<file path="config.mk">
export PLATFORM = sky130hd
export DESIGN_NAME = keypad_scan
export DESIGN_NICKNAME = d
export VERILOG_FILES = /design/src/rtl/keypad_pkg.sv /design/src/rtl/scan_tick.sv /design/src/rtl/keypad_scan.sv
export SDC_FILE = /design/constraint.sdc
export NUM_CORES = 1
export LEC_CHECK = 0
export BUFFER_PORTS_ARGS = -buffer_cell sky130_fd_sc_hd__buf_2
export CAP_MARGIN = 0
export CORE_MARGIN = 10
export CORE_UTILIZATION = 40
export DETAILED_ROUTE_END_ITERATION = 10
export HOLD_SLACK_MARGIN = 0.12
export PLACE_DENSITY = 0.55
export SYNTH_ARGS = -nofsm -noshare
export SYNTH_HDL_FRONTEND = slang
export SYNTH_SLANG_ARGS = --single-unit
</file>
<file path="constraint.sdc">
create_clock -name clk -period 3.2 [get_ports clk]
set_clock_uncertainty 0.05 [all_clocks]
set_input_delay 0.32 -clock clk [delete_from_list [all_inputs] [get_ports clk]]
set_output_delay 0.32 -clock clk [all_outputs]
set_load 0.05 [all_outputs]
</file>
<file path="src/rtl/keypad_pkg.sv">
// Shared types and constants for the keypad scanner: FSM states, matrix size and
// the row-sample classifier used on every slot tick.
package keypad_pkg;

   localparam int unsigned KP_ROWS = 4;
   localparam int unsigned KP_COLS = 4;

   typedef enum logic [1:0] {
      KS_SCAN     = 2'd0,
      KS_DEBOUNCE = 2'd1,
      KS_HELD     = 2'd2,
      KS_RELEASE  = 2'd3
   } ks_state_e;

   typedef enum logic [1:0] {
      SC_NONE   = 2'd0,
      SC_SINGLE = 2'd1,
      SC_MULTI  = 2'd2
   } sample_class_e;

   typedef struct packed {
      sample_class_e cls;
      logic [1:0]    row;
   } sample_t;

   // Rows are active-low; row is only meaningful when cls is SC_SINGLE.
   function automatic sample_t classify_rows(input logic [KP_ROWS-1:0] rows_n);
      sample_t     s;
      int unsigned lows;
      s.cls = SC_NONE;
      s.row = 2'd0;
      lows  = 0;
      for (int r = 0; r < int'(KP_ROWS); r++) begin
         if (!rows_n[r]) begin
            lows++;
            s.row = 2'(r);
         end
      end
      if (lows == 1) begin
         s.cls = SC_SINGLE;
      end else if (lows > 1) begin
         s.cls = SC_MULTI;
      end
      return s;
   endfunction

endpackage

</file>
<file path="src/rtl/scan_tick.sv">
// Free-running slot counter: counts 0..DIV-1 and raises tick for one cycle on the
// last count. Shared with the display multiplexer.
module scan_tick #(
   parameter int unsigned DIV = 2500
) (
   input  logic clk,
   input  logic rst_n,
   output logic tick
);

   localparam int unsigned CW = (DIV > 2) ? $clog2(DIV) : 2;

   logic [CW-1:0] cnt_q;

   assign tick = (cnt_q == CW'(DIV - 1));

   always_ff @(posedge clk or negedge rst_n) begin
      if (!rst_n) begin
         cnt_q <= '0;
      end else if (tick) begin
         cnt_q <= '0;
      end else begin
         cnt_q <= cnt_q + CW'(1);
      end
   end

endmodule

</file>
<file path="src/rtl/keypad_scan.sv">
// 4x4 matrix keypad scanner with press/release debounce and a one-cycle press pulse.
// Define KEYPAD_ROW_SYNC_EN to pass row_n through a 2-flop synchronizer first.
module keypad_scan
   import keypad_pkg::*;
#(
   parameter int unsigned SCAN_DIV     = 2500,
   parameter int unsigned DEBOUNCE_CNT = 4
) (
   input  logic               clk,
   input  logic               rst_n,
   input  logic [KP_ROWS-1:0] row_n,
   output logic [KP_COLS-1:0] col_n,
   output logic [3:0]         key_code,
   output logic               key_valid,
   output logic               pressed
);

   logic               tick;
   logic [KP_ROWS-1:0] rows_s;
   sample_t            samp;
   logic               hit;

   ks_state_e          state_q, state_d;
   logic [1:0]         col_idx_q, col_idx_d;
   logic [KP_COLS-1:0] col_n_q, col_n_d;
   logic [3:0]         cand_q, cand_d;
   logic [3:0]         cnt_q, cnt_d;
   logic [3:0]         key_code_q, key_code_d;
   logic               key_valid_q, key_valid_d;
   logic               pressed_q, pressed_d;

   scan_tick #(
      .DIV (SCAN_DIV)
   ) u_scan_tick (
      .clk   (clk),
      .rst_n (rst_n),
      .tick  (tick)
   );

`ifdef KEYPAD_ROW_SYNC_EN
   logic [KP_ROWS-1:0] sync1_q, sync2_q;

   always_ff @(posedge clk or negedge rst_n) begin
      if (!rst_n) begin
         sync1_q <= '1;
         sync2_q <= '1;
      end else begin
         sync1_q <= row_n;
         sync2_q <= sync1_q;
      end
   end

   assign rows_s = sync2_q;
`else
   assign rows_s = row_n;
`endif

   assign samp = classify_rows(rows_s);
   assign hit  = (samp.cls == SC_SINGLE) && ({samp.row, col_idx_q} == cand_q);

   always_comb begin
      state_d     = state_q;
      col_idx_d   = col_idx_q;
      cand_d      = cand_q;
      cnt_d       = cnt_q;
      key_code_d  = key_code_q;
      key_valid_d = key_valid_q;
      pressed_d   = 1'b0;

      if (tick) begin
         unique case (state_q)
            KS_SCAN: begin
               if (samp.cls == SC_SINGLE) begin
                  cand_d  = {samp.row, col_idx_q};
                  cnt_d   = 4'd0;
                  state_d = KS_DEBOUNCE;
               end else begin
                  col_idx_d = col_idx_q + 2'd1;
               end
            end
            KS_DEBOUNCE: begin
               if (hit) begin
                  if (cnt_q == 4'(DEBOUNCE_CNT - 1)) begin
                     state_d     = KS_HELD;
                     cnt_d       = 4'd0;
                     key_code_d  = cand_q;
                     key_valid_d = 1'b1;
                     pressed_d   = 1'b1;
                  end else begin
                     cnt_d = cnt_q + 4'd1;
                  end
               end else begin
                  // Column stays put here; advance resumes on the next tick in SCAN.
                  cnt_d   = 4'd0;
                  state_d = KS_SCAN;
               end
            end
            KS_HELD: begin
               if (samp.cls == SC_NONE) begin
                  cnt_d   = 4'd0;
                  state_d = KS_RELEASE;
               end
            end
            KS_RELEASE: begin
               if (samp.cls == SC_NONE) begin
                  if (cnt_q == 4'(DEBOUNCE_CNT - 1)) begin
                     cnt_d       = 4'd0;
                     key_valid_d = 1'b0;
                     state_d     = KS_SCAN;
                  end else begin
                     cnt_d = cnt_q + 4'd1;
                  end
               end else begin
                  cnt_d = 4'd0;
               end
            end
         endcase
      end

      col_n_d = ~(4'b0001 << col_idx_d);
   end

   always_ff @(posedge clk or negedge rst_n) begin
      if (!rst_n) begin
         state_q     <= KS_SCAN;
         col_idx_q   <= 2'd0;
         col_n_q     <= 4'b1110;
         cand_q      <= 4'd0;
         cnt_q       <= 4'd0;
         key_code_q  <= 4'd0;
         key_valid_q <= 1'b0;
         pressed_q   <= 1'b0;
      end else begin
         state_q     <= state_d;
         col_idx_q   <= col_idx_d;
         col_n_q     <= col_n_d;
         cand_q      <= cand_d;
         cnt_q       <= cnt_d;
         key_code_q  <= key_code_d;
         key_valid_q <= key_valid_d;
         pressed_q   <= pressed_d;
      end
   end

   assign col_n     = col_n_q;
   assign key_code  = key_code_q;
   assign key_valid = key_valid_q;
   assign pressed   = pressed_q;

endmodule
</file>
Yosys cells after proc, flatten, opt, wreduce, memory -nomap -nowiden
Index checks and enable logic that the tools add are counted.
{ "totals": {"in_bits": 6, "reg_bits": 34, "word_cells": 77} }
{ "classes": {"shifts": 1, "order_cmp": 1, "n_eq_ne": 15, "reduce_logical": 9, "bitwise_logic": 1, "addsub": 6, "n_mux": 35} }
{ "op_table": {"columns": ["cell", "count"], "rows": [
  ["32-bit by 1-bit adder with 32-bit output, second input constant", 3],
  ["32-bit 2-to-1 mux", 3],
  ["32-bit by 1-bit == test with 1-bit output, second input constant", 1],
  ["32-bit by 1-bit greater-than comparator with 1-bit output, second input constant", 1],
  ["2-bit 2-to-1 mux", 13],
  ["4-bit 2-to-1 mux", 5],
  ["4-bit case mux with 4 select lines", 1],
  ["12-bit by 1-bit adder with 12-bit output, second input constant", 1],
  ["12-bit == test, second input constant", 1],
  ["12-bit 2-to-1 mux", 1],
  ["2-bit inequality test, second input constant", 6],
  ["6-bit AND reduction", 2],
  ["1-bit 2-to-1 mux", 10],
  ["2-bit case mux with 4 select lines", 1],
  ["3-bit AND reduction", 2],
  ["4-bit by 1-bit adder with 4-bit output, second input constant", 1],
  ["2-bit by 1-bit == test with 1-bit output, second input constant", 2],
  ["2-bit == test, second input constant", 2],
  ["4-bit by 2-bit == test with 1-bit output, second input constant", 1],
  ["4-bit == test", 1],
  ["2-bit zero test", 2],
  ["4-bit inverter", 1],
  ["4-bit AND reduction", 1],
  ["1-bit by 2-bit left shift with 4-bit output, first input constant", 1],
  ["other kinds (5)", 5]
]} }

Longest topological paths before layout
Gate-level depths: netlist of the first run.
{ "depth": {"depth_word": 16, "depth_mapped": 10, "depth_no_buf": 10} }

Hierarchy
Synthesis of the first run repeated with hierarchy kept, for this count alone.
{ "hier_totals": {"cells_unflattened": 178, "area_unflattened_um2": 1941.9} }
{ "modules_own_cells": {"columns": ["mod", "seq_area_each_um2", "area_per_inst_um2", "instances", "cells_per_inst"], "rows": [
  ["keypad_scan", 554.3, 1356.3, 1, 124],
  ["scan_tick", 300.3, 585.6, 1, 54]
]} }

Worst setup path after synthesis of the first run
OpenSTA, ideal clock, no wires.
{ "synth_path": {"path_type": "in2reg", "start": "input port row_n[0]", "end": "register key_code_q[0], in the netlist key_code[0]", "slack_ps": 380, "setup_time_ps": 125, "arrival_time_ps": 2645, "t_required_ps": 3025, "cell_stages": 9, "path_buffers": 0, "cell_sequence": "inv_1 -> ha_1 -> xnor2_1 -> ha_1 -> nor3b_1 -> mux2i_1 -> o22a_1 -> or4b_4 -> mux2_4"} }
{ "synth_between": {"elab_chain_len": 13, "word_cells_on_any_way": 14, "cone_classes": "add/sub: 3; order compare: 1; eq/ne: 2; mux: 6; reduce/logical: 2"} }
{ "synth_rtl": {"columns": ["element", "line_no", "source"], "rows": [
  ["start, declared", "keypad_scan.sv:11", "input logic [KP_ROWS-1:0] row_n,"],
  ["1-bit 2-to-1 mux (*)", "keypad_pkg.sv:34", "if (!rows_n[r]) begin"],
  ["32-bit by 1-bit adder with 32-bit output", "keypad_pkg.sv:35", "lows++;"],
  ["32-bit 2-to-1 mux (*)", "keypad_pkg.sv:34", null],
  ["32-bit by 1-bit adder with 32-bit output", "keypad_pkg.sv:35", null],
  ["32-bit 2-to-1 mux (*)", "keypad_pkg.sv:34", null],
  ["32-bit by 1-bit adder with 32-bit output", "keypad_pkg.sv:35", null],
  ["32-bit 2-to-1 mux (*)", "keypad_pkg.sv:34", null],
  ["32-bit by 1-bit greater-than comparator with 1-bit output", "keypad_pkg.sv:41", "end else if (lows > 1) begin"],
  ["2-bit 2-to-1 mux", "keypad_pkg.sv:41", null],
  ["2-bit 2-to-1 mux (*)", "keypad_pkg.sv:39", "if (lows == 1) begin"],
  ["2-bit by 1-bit == test with 1-bit output (*)", "keypad_scan.sv:59", "assign hit = (samp.cls == SC_SINGLE) && ({samp.row, col_idx_q} == cand_q);"],
  ["1-bit logical AND (*)", "keypad_scan.sv:59", null],
  ["4-bit AND reduction (no source line) (*)", null, null],
  ["end signal, assigned", "keypad_scan.sv:139", "key_code_q <= key_code_d;"],
  ["end, declared", "keypad_scan.sv:28", "logic [3:0] key_code_q, key_code_d;"]
]} }
Mark *: on every way between the ends. The rest lies on a longest branch, timed or not.
A chain may end at the register's enable or synchronous reset.

Worst setup path after layout of the first run
{ "layout_path": {"start": "input port row_n[1]", "end": "register key_code_q[3], in the netlist key_code[3]"} }
{ "layout_between": {"elab_chain_len": 11, "word_cells_on_any_way": 16, "cone_classes": "add/sub: 2; order compare: 1; eq/ne: 3; mux: 8; reduce/logical: 2"} }
{ "layout_rtl": {"columns": ["element", "line_no"], "rows": [
  ["32-bit 2-to-1 mux", "keypad_pkg.sv:34"],
  ["32-bit by 1-bit adder with 32-bit output", "keypad_pkg.sv:35"],
  ["32-bit 2-to-1 mux", "keypad_pkg.sv:34"],
  ["32-bit by 1-bit adder with 32-bit output", "keypad_pkg.sv:35"],
  ["32-bit 2-to-1 mux", "keypad_pkg.sv:34"],
  ["32-bit by 1-bit greater-than comparator with 1-bit output", "keypad_pkg.sv:41"],
  ["2-bit 2-to-1 mux", "keypad_pkg.sv:41"],
  ["2-bit 2-to-1 mux", "keypad_pkg.sv:39"],
  ["2-bit by 1-bit == test with 1-bit output", "keypad_scan.sv:59"],
  ["1-bit logical AND (*)", "keypad_scan.sv:59"],
  ["4-bit AND reduction (no source line) (*)", null]
]} }
Marks and branches as above.

==> results of run 1 <==
==> power by group through the flow <==
| stage | sequential [mW] | combinational, mW | clock [mW] |
|---|---|---|---|
| after detailed placement | 0.444 | 0.0876 | 0 |
| after global placement | 0.444 | 0.0833 | 0 |
| after CTS | 0.436 | 0.0888 | 0.349 |
| after global routing | 0.437 | 0.0991 | 0.361 |
| after floorplan | 0.443 | 0.0599 | 0 |
| final | 0.436 | 0.0874 | 0.339 |
==> cell usage after synthesis, types with 2 or more instances <==
library cell and instances:
nand2_1 13, and3_1 5, clkbuf_1 4, a21oi_1 6
inv_1 10, nor2b_1 2, nor3_1 6, ha_1 5
nor4b_4 2, xor2_1 4, mux2_4 4, nor2_1 10
nand4_1 3, dfrtp_1 31, o211ai_1 2, dfstp_2 3
o2111ai_1 2, o21ai_0 10, nand3_1 10, o22a_1 3
mux2_2 4, nand2b_1 2, xnor2_1 12
==> critical path, stage by stage <==
cell and delay (ns):
buf_2 0.12, inv_1 0.05, ha_1 0.31, xnor2_1 0.31, ha_1 0.31, nor3b_1 0.22, mux2i_1 0.13, o22a_1 0.25
or4b_4 0.59, mux2_4 0.32
==> worst max-delay path by stage <==
stage / slack [ns] / end / from
after floorplan: 0.38 / key_code[0]$_DFFE_PN0P_ / row_n[0]
after global placement: 0.26 / key_code[2]$_DFFE_PN0P_ / row_n[1]
after detailed placement: 0.08 / key_code[3]$_DFFE_PN0P_ / row_n[1]
after CTS: 0.40 / key_code[3]$_DFFE_PN0P_ / row_n[1]
after global routing: 0.24 / key_code[2]$_DFFE_PN0P_ / row_n[1]
final: 0.41 / key_code[3]$_DFFE_PN0P_ / row_n[1]
==> state kept, by name, indices dropped and copies added, names as in the netlist, named ones only <==
register	flops
cand_q	4
pressed	1
key_valid	1
col_idx_q	2
u_scan_tick.cnt_q	12
key_code	4
cnt_q	4
state_q	1
col_n	4
==> cells by family (layout without fill, tap and decap cells) <==
family,Yosys count,in the layout
and+or+nand+nor,63,63
DFF,34,34
AOI/OAI and AO/OA,29,29
xor gates and xnor gates,17,17
buffers and inverters,15,35
muxes,9,9
adders and majority gates,5,5
==> per-stage QoR <==
step | worst slack, ns | instance area, µm²
2_1_floorplan | 0.3798 | 1829
3_3_place_gp | 0.2614 | 1951
3_5_place_dp | 0.08206 | 1951
4_1_cts | 0.4029 | 2056
5_1_grt | 0.2392 | 2056
6_report | 0.4129 | 2056
==> final cells by class <==
class	count	area, µm²	share of cell area
multi-input combinational	123	910.9	0.4431
clock inverter	2	12.51	0.006086
sequential	34	854.6	0.4157
timing repair buffer	17	92.59	0.04504
tap	52	65.06	0.03165
clock buffer	6	82.58	0.04017
inverter	10	37.54	0.01826
==> layout by cell type, fill, tap and decap left out, types with 2 or more instances in the layout <==
| cell type | n |
|---|---|
| dfrtp_1 | 31 |
| buf_2 | 15 |
| nand2_1 | 13 |
| xnor2_1 | 12 |
| nand3_1 | 10 |
| nor2_1 | 10 |
| inv_1 | 10 |
| o21ai_0 | 10 |
| nor3_1 | 6 |
| a21oi_1 | 6 |
| clkbuf_8 | 6 |
| and3_1 | 5 |
| ha_1 | 5 |
| xor2_1 | 4 |
| mux2_2 | 4 |
| mux2_4 | 4 |
| o22a_1 | 3 |
| nand4_1 | 3 |
| dfstp_2 | 3 |
| nor4b_4 | 2 |
| nor2b_1 | 2 |
| nand2b_1 | 2 |
| o2111ai_1 | 2 |
| o211ai_1 | 2 |
==> routing by layer <==
| metal | vias up | GRT usage | share of wire |
|---|---|---|---|
| li1 | 649 | - | - |
| met4 | 0 | 0.05072 | 0.019 |
| met5 | - | 0 | 0 |
| met3 | 7 | 0.02971 | 0.058 |
| met1 | 650 | 0.1176 | 0.44 |
| met2 | 28 | 0.1587 | 0.48 |
==> results.sh, run 1 <==
export IMPL_clk_insertion_delay_late_ns=0.29
export IMPL_areaGrowthSynthToFinish_pct=12.38
export IMPL_holdWs_ns=0.3510
export IMPL_grt_pass1_vias=1333
export IMPL_yosysSeqAreaShare=0.4672
export IMPL_dp_hpwl_um=2694
export IMPL_powerDensity_nw_per_um2=419.8
export IMPL_avgSynthCellArea_um2=10.64
export IMPL_num_nets_final=202
export IMPL_synth_compound_area_frac=0.1040
export IMPL_rrSetupSlack_ns=0.71
export IMPL_die_y_um=87.63
export IMPL_end_kind="flop"
export IMPL_via_per_inst=5.467
export IMPL_fmax_ghz=0.3588
export IMPL_synthCells=172
export IMPL_yosys_top_cells_area="dfrtp_1, xnor2_1, dfstp_2"
export IMPL_core_area_um2=4384
export IMPL_critical_path_class="in2reg"
export IMPL_cts_root_buf="clkbuf_8"
export IMPL_p_seq_frac=0.505
export IMPL_tightest_slew_ns=0.7441
export IMPL_synthXorXnorAreaFrac=0.08960
export IMPL_gp_routability_congestion=0.7819
export IMPL_synthSimpleGateAreaFrac=0.2073
export IMPL_pwr_share_clk=0.393
export IMPL_synth_mux_area_frac=0.06293
export IMPL_synth_edf_count=0
export IMPL_ys_flop_type="dfrtp_1"
export IMPL_cap_violations=0
export IMPL_rows=24
export IMPL_cp_data_required_time_ns=3.33
export IMPL_min_to="cand_q[3]$_DFFE_PN0P_"
export IMPL_dieArea_um2=7678
export IMPL_yosys_warnings=0
export IMPL_worstReg2RegEnd="key_code[3]$_DFFE_PN0P_"
export IMPL_min_path_cells=3
export IMPL_ys_types=42
export IMPL_grt_max_degree=35
export IMPL_syn_nets=183
export IMPL_syn_area_um2=1829
export IMPL_synth_top_area_frac=0.4241
export IMPL_antenna_found_initial=0
export IMPL_htreeDepth=2
export IMPL_ctsHoldBuffers=1
export IMPL_clk_path_buf_depth=2
export IMPL_synth_async_reset_ratio=1.000
export IMPL_stdcell_count=244
export IMPL_startpoint_type="primary input"
export IMPL_min_period_ns=2.787
export IMPL_slew_violations=0
export IMPL_num_antenna_cells=0
export IMPL_ctsResizeCount=0
export IMPL_postCtsSetupBuffers=0
export IMPL_cts_tree="yes"
export IMPL_fin_util=0.4689
export IMPL_r2r_cells=6
export IMPL_cts_buffers=5
export IMPL_rsz0062_at_grt="false"
export IMPL_critical_path_max_fanout=4
export IMPL_switching_share=0.2617
export IMPL_gr_total_overflow=0
export IMPL_ioPinCount=16
export IMPL_p_leak_nw=0.9602
export IMPL_start_util=0.4172
export IMPL_synth_largest_area_cell="dfrtp_1"
export IMPL_cts_sinks=34
export IMPL_final_fill_count=424
export IMPL_routedWlPerCell_um=14.89
export IMPL_io_buffers=15
export IMPL_status="completed"
export IMPL_synthAdderAreaFrac=0.03420
export IMPL_slew_headroom=0.5039
export IMPL_dr_pass1_iters=4
export IMPL_grt_pass1_wl_um=6085
export IMPL_report_final_hold_viol_count=0
export IMPL_p_int_uw=637.2
export IMPL_peakVddDrop_uv=192.3
export IMPL_clk_pin_slew_worst_paths_ns=0.07
export IMPL_die_w_um=87.63
export IMPL_remaining_drc_errors=0
export IMPL_comb_power_share=0.101
export IMPL_fin_crit_sh=0.8710
export IMPL_hp_class="in2reg"
export IMPL_wirelength_um=3634
export IMPL_num_vias=1334
export IMPL_drive_gt1_frac=0.2240
export IMPL_ant_nets=0
export IMPL_hold_start="row_n[2]"
export IMPL_p_sw_uw=225.9
export IMPL_finalSetupViolations=0
export IMPL_place_inst=235
export IMPL_r2r_start="u_scan_tick.cnt_q[0]$_DFF_PN0_"
export IMPL_initialDrtViolationCount=74
export IMPL_ys_ff_latch=34
export IMPL_total_power_uw=863.1
export IMPL_worstPathArrival_ns=2.92
export IMPL_setup_tns_ns=0
export IMPL_grtUsageTotal=0.09920
export IMPL_synth_top_family_by_area="simple AND/OR/NAND/NOR gates"
Note: power is estimated with default switching activity, not from simulation.
==> run 2: changes to the inputs <==
--- a/config.mk
+++ b/config.mk
@@ -7,6 +7,7 @@
 export LEC_CHECK = 0
 export BUFFER_PORTS_ARGS = -buffer_cell sky130_fd_sc_hd__buf_2
 export CAP_MARGIN = 0
+export CORE_ASPECT_RATIO = 1.2
 export CORE_MARGIN = 10
 export CORE_UTILIZATION = 40
 export DETAILED_ROUTE_END_ITERATION = 10
==> results.sh, run 2 (synthesis gave the netlist of run 1 again) <==
export IMPL_cap_violations=0
export IMPL_grt_max_degree=35
export IMPL_ioPinCount=16
export IMPL_critical_path_class="in2reg"
export IMPL_core_area_um2=4327
export IMPL_cts_tree="yes"
export IMPL_cts_sinks=34
export IMPL_finalSetupViolations=0
export IMPL_drive_gt1_frac=0.2240
export IMPL_powerDensity_nw_per_um2=441.8
export IMPL_slew_violations=0
export IMPL_p_sw_uw=223.0
export IMPL_io_buffers=15
export IMPL_grt_pass1_vias=1386
export IMPL_antenna_found_initial=0
export IMPL_pwr_share_clk=0.430
export IMPL_fin_crit_sh=0.8691
export IMPL_min_period_ns=2.781
export IMPL_largest_register="u_scan_tick.cnt_q"
export IMPL_critical_path_max_fanout=4
export IMPL_cts_buffers=5
export IMPL_clk_pin_slew_worst_paths_ns=0.07
export IMPL_worstPathArrival_ns=2.90
export IMPL_rows=26
export IMPL_comb_power_share=0.095
export IMPL_cp_data_required_time_ns=3.32
export IMPL_setup_tns_ns=0
export IMPL_report_final_hold_viol_count=0
export IMPL_ant_nets=0
export IMPL_num_antenna_cells=0
export IMPL_p_leak_nw=0.9634
export IMPL_cts_root_buf="clkbuf_8"
export IMPL_slew_headroom=0.4997
export IMPL_end_kind="flop"
export IMPL_rsz0062_at_grt="false"
export IMPL_largest_reg_flops=12
export IMPL_dr_pass1_iters=4
export IMPL_p_seq_frac=0.475
export IMPL_switching_share=0.2427
export IMPL_ctsResizeCount=0
export IMPL_postCtsSetupBuffers=0
export IMPL_startpoint_type="primary input"
export IMPL_grtUsageTotal=0.1020
export IMPL_clk_insertion_delay_late_ns=0.28
export IMPL_gp_routability_congestion=0.8109
export IMPL_die_w_um=81.73
export IMPL_num_nets_final=202
export IMPL_p_int_uw=695.6
export IMPL_dieArea_um2=7689
export IMPL_num_vias=1298
export IMPL_place_inst=239
export IMPL_tightest_slew_ns=0.7504
export IMPL_layout_commonest_cell="dfrtp_1"
export IMPL_die_y_um=94.08
export IMPL_layout_common_cells="dfrtp_1, buf_2, nand2_1"
export IMPL_clk_path_buf_depth=2
export IMPL_areaGrowthSynthToFinish_pct=13.68
export IMPL_peakVddDrop_uv=349.3
export IMPL_initialDrtViolationCount=81
export IMPL_wirelength_um=3555
export IMPL_stdcell_count=248
export IMPL_status="completed"
export IMPL_remaining_drc_errors=0
export IMPL_fmax_ghz=0.3596
export IMPL_start_util=0.4228
export IMPL_gr_total_overflow=0
export IMPL_routedWlPerCell_um=14.33
export IMPL_place_area_um2=1956
export IMPL_dp_hpwl_um=2622
export IMPL_via_per_inst=5.234
export IMPL_grt_pass1_wl_um=6216
export IMPL_hp_class="in2reg"
export IMPL_fin_area_um2=2079
export IMPL_htreeDepth=2
## run 2: cell count changes in the layout (fill, tap and decap cells not counted)
cell	delta
bufinv_16	+1
clkbuf_8	-1
clkinv_2	-1
clkinvlp_4	+1
## run 2: metal layers
layer | vias up | global-route usage | part of all wire
met5 | - | 0 | 0
met4 | 0 | 0.03835 | 0.013
met2 | 26 | 0.1675 | 0.49
li1 | 645 | - | -
met1 | 623 | 0.1163 | 0.43
met3 | 4 | 0.03831 | 0.062
## run 2: cell type report
cell class | instances | area [µm²]
clock buffer | 5 | 68.82
clock inverter | 3 | 45.04
fill | 402 | 2247
inverter | 10 | 37.54
multi-input combinational | 123 | 910.9
sequential | 34 | 854.6
tap | 56 | 70.07
timing repair buffer | 17 | 92.59
## run 2: critical path, stage by stage
cell	delay, ns
buf_2	0.12
inv_1	0.05
ha_1	0.32
xnor2_1	0.30
ha_1	0.31
nor3b_1	0.21
mux2i_1	0.13
o22a_1	0.24
or4b_4	0.58
mux2_4	0.32
## run 2: timing repair
action	4_1_cts	5_1_grt
hold endpoints to repair	31	0
hold buffers	1	0
setup endpoints to repair	0	0
## run 2: metrics by stage
step / hold slack, ns / power, mW / util / worst slack [ns]
2_1_floorplan: -0.02559 / 0.5028 / - / 0.3798
3_3_place_gp: 0.3793 / 0.5268 / 0.4520 / 0.2705
3_5_place_dp: 0.3905 / 0.5311 / 0.4520 / 0.1086
4_1_cts: 0.3482 / 0.9356 / 0.4806 / 0.4172
5_1_grt: 0.3735 / 0.9645 / 0.4806 / 0.2460
6_report: 0.3651 / 0.9186 / 0.4806 / 0.4189
## run 2: final timing paths
| path | start | end | slack [ns] | cells past startpoint |
|---|---|---|---|---|
| hold reg to reg | u_scan_tick.cnt_q[0]$_DFF_PN0_ | u_scan_tick.cnt_q[0]$_DFF_PN0_ | 0.44 | 1 |
| setup / recovery | row_n[1] | key_code[3]$_DFFE_PN0P_ | 0.42 | 10 |
| max in group asynchronous | rst_n | u_scan_tick.cnt_q[5]$_DFF_PN0_ | 2.04 | 2 |
| setup reg to reg | u_scan_tick.cnt_q[0]$_DFF_PN0_ | key_code[3]$_DFFE_PN0P_ | 0.73 | 6 |
| min in group asynchronous | rst_n | cand_q[3]$_DFFE_PN0P_ | 0.58 | 2 |
| hold / removal | row_n[2] | cand_q[3]$_DFFE_PN0P_ | 0.37 | 3 |
## run 2: power by group through the flow
stage | clock network, mW | registers [mW] | logic (mW)
after global routing | 0.428 | 0.437 | 0.100
after global placement | 0 | 0.444 | 0.0826
after CTS | 0.412 | 0.436 | 0.0874
after detailed placement | 0 | 0.445 | 0.0864
after floorplan | 0 | 0.443 | 0.0599
final | 0.395 | 0.437 | 0.0873
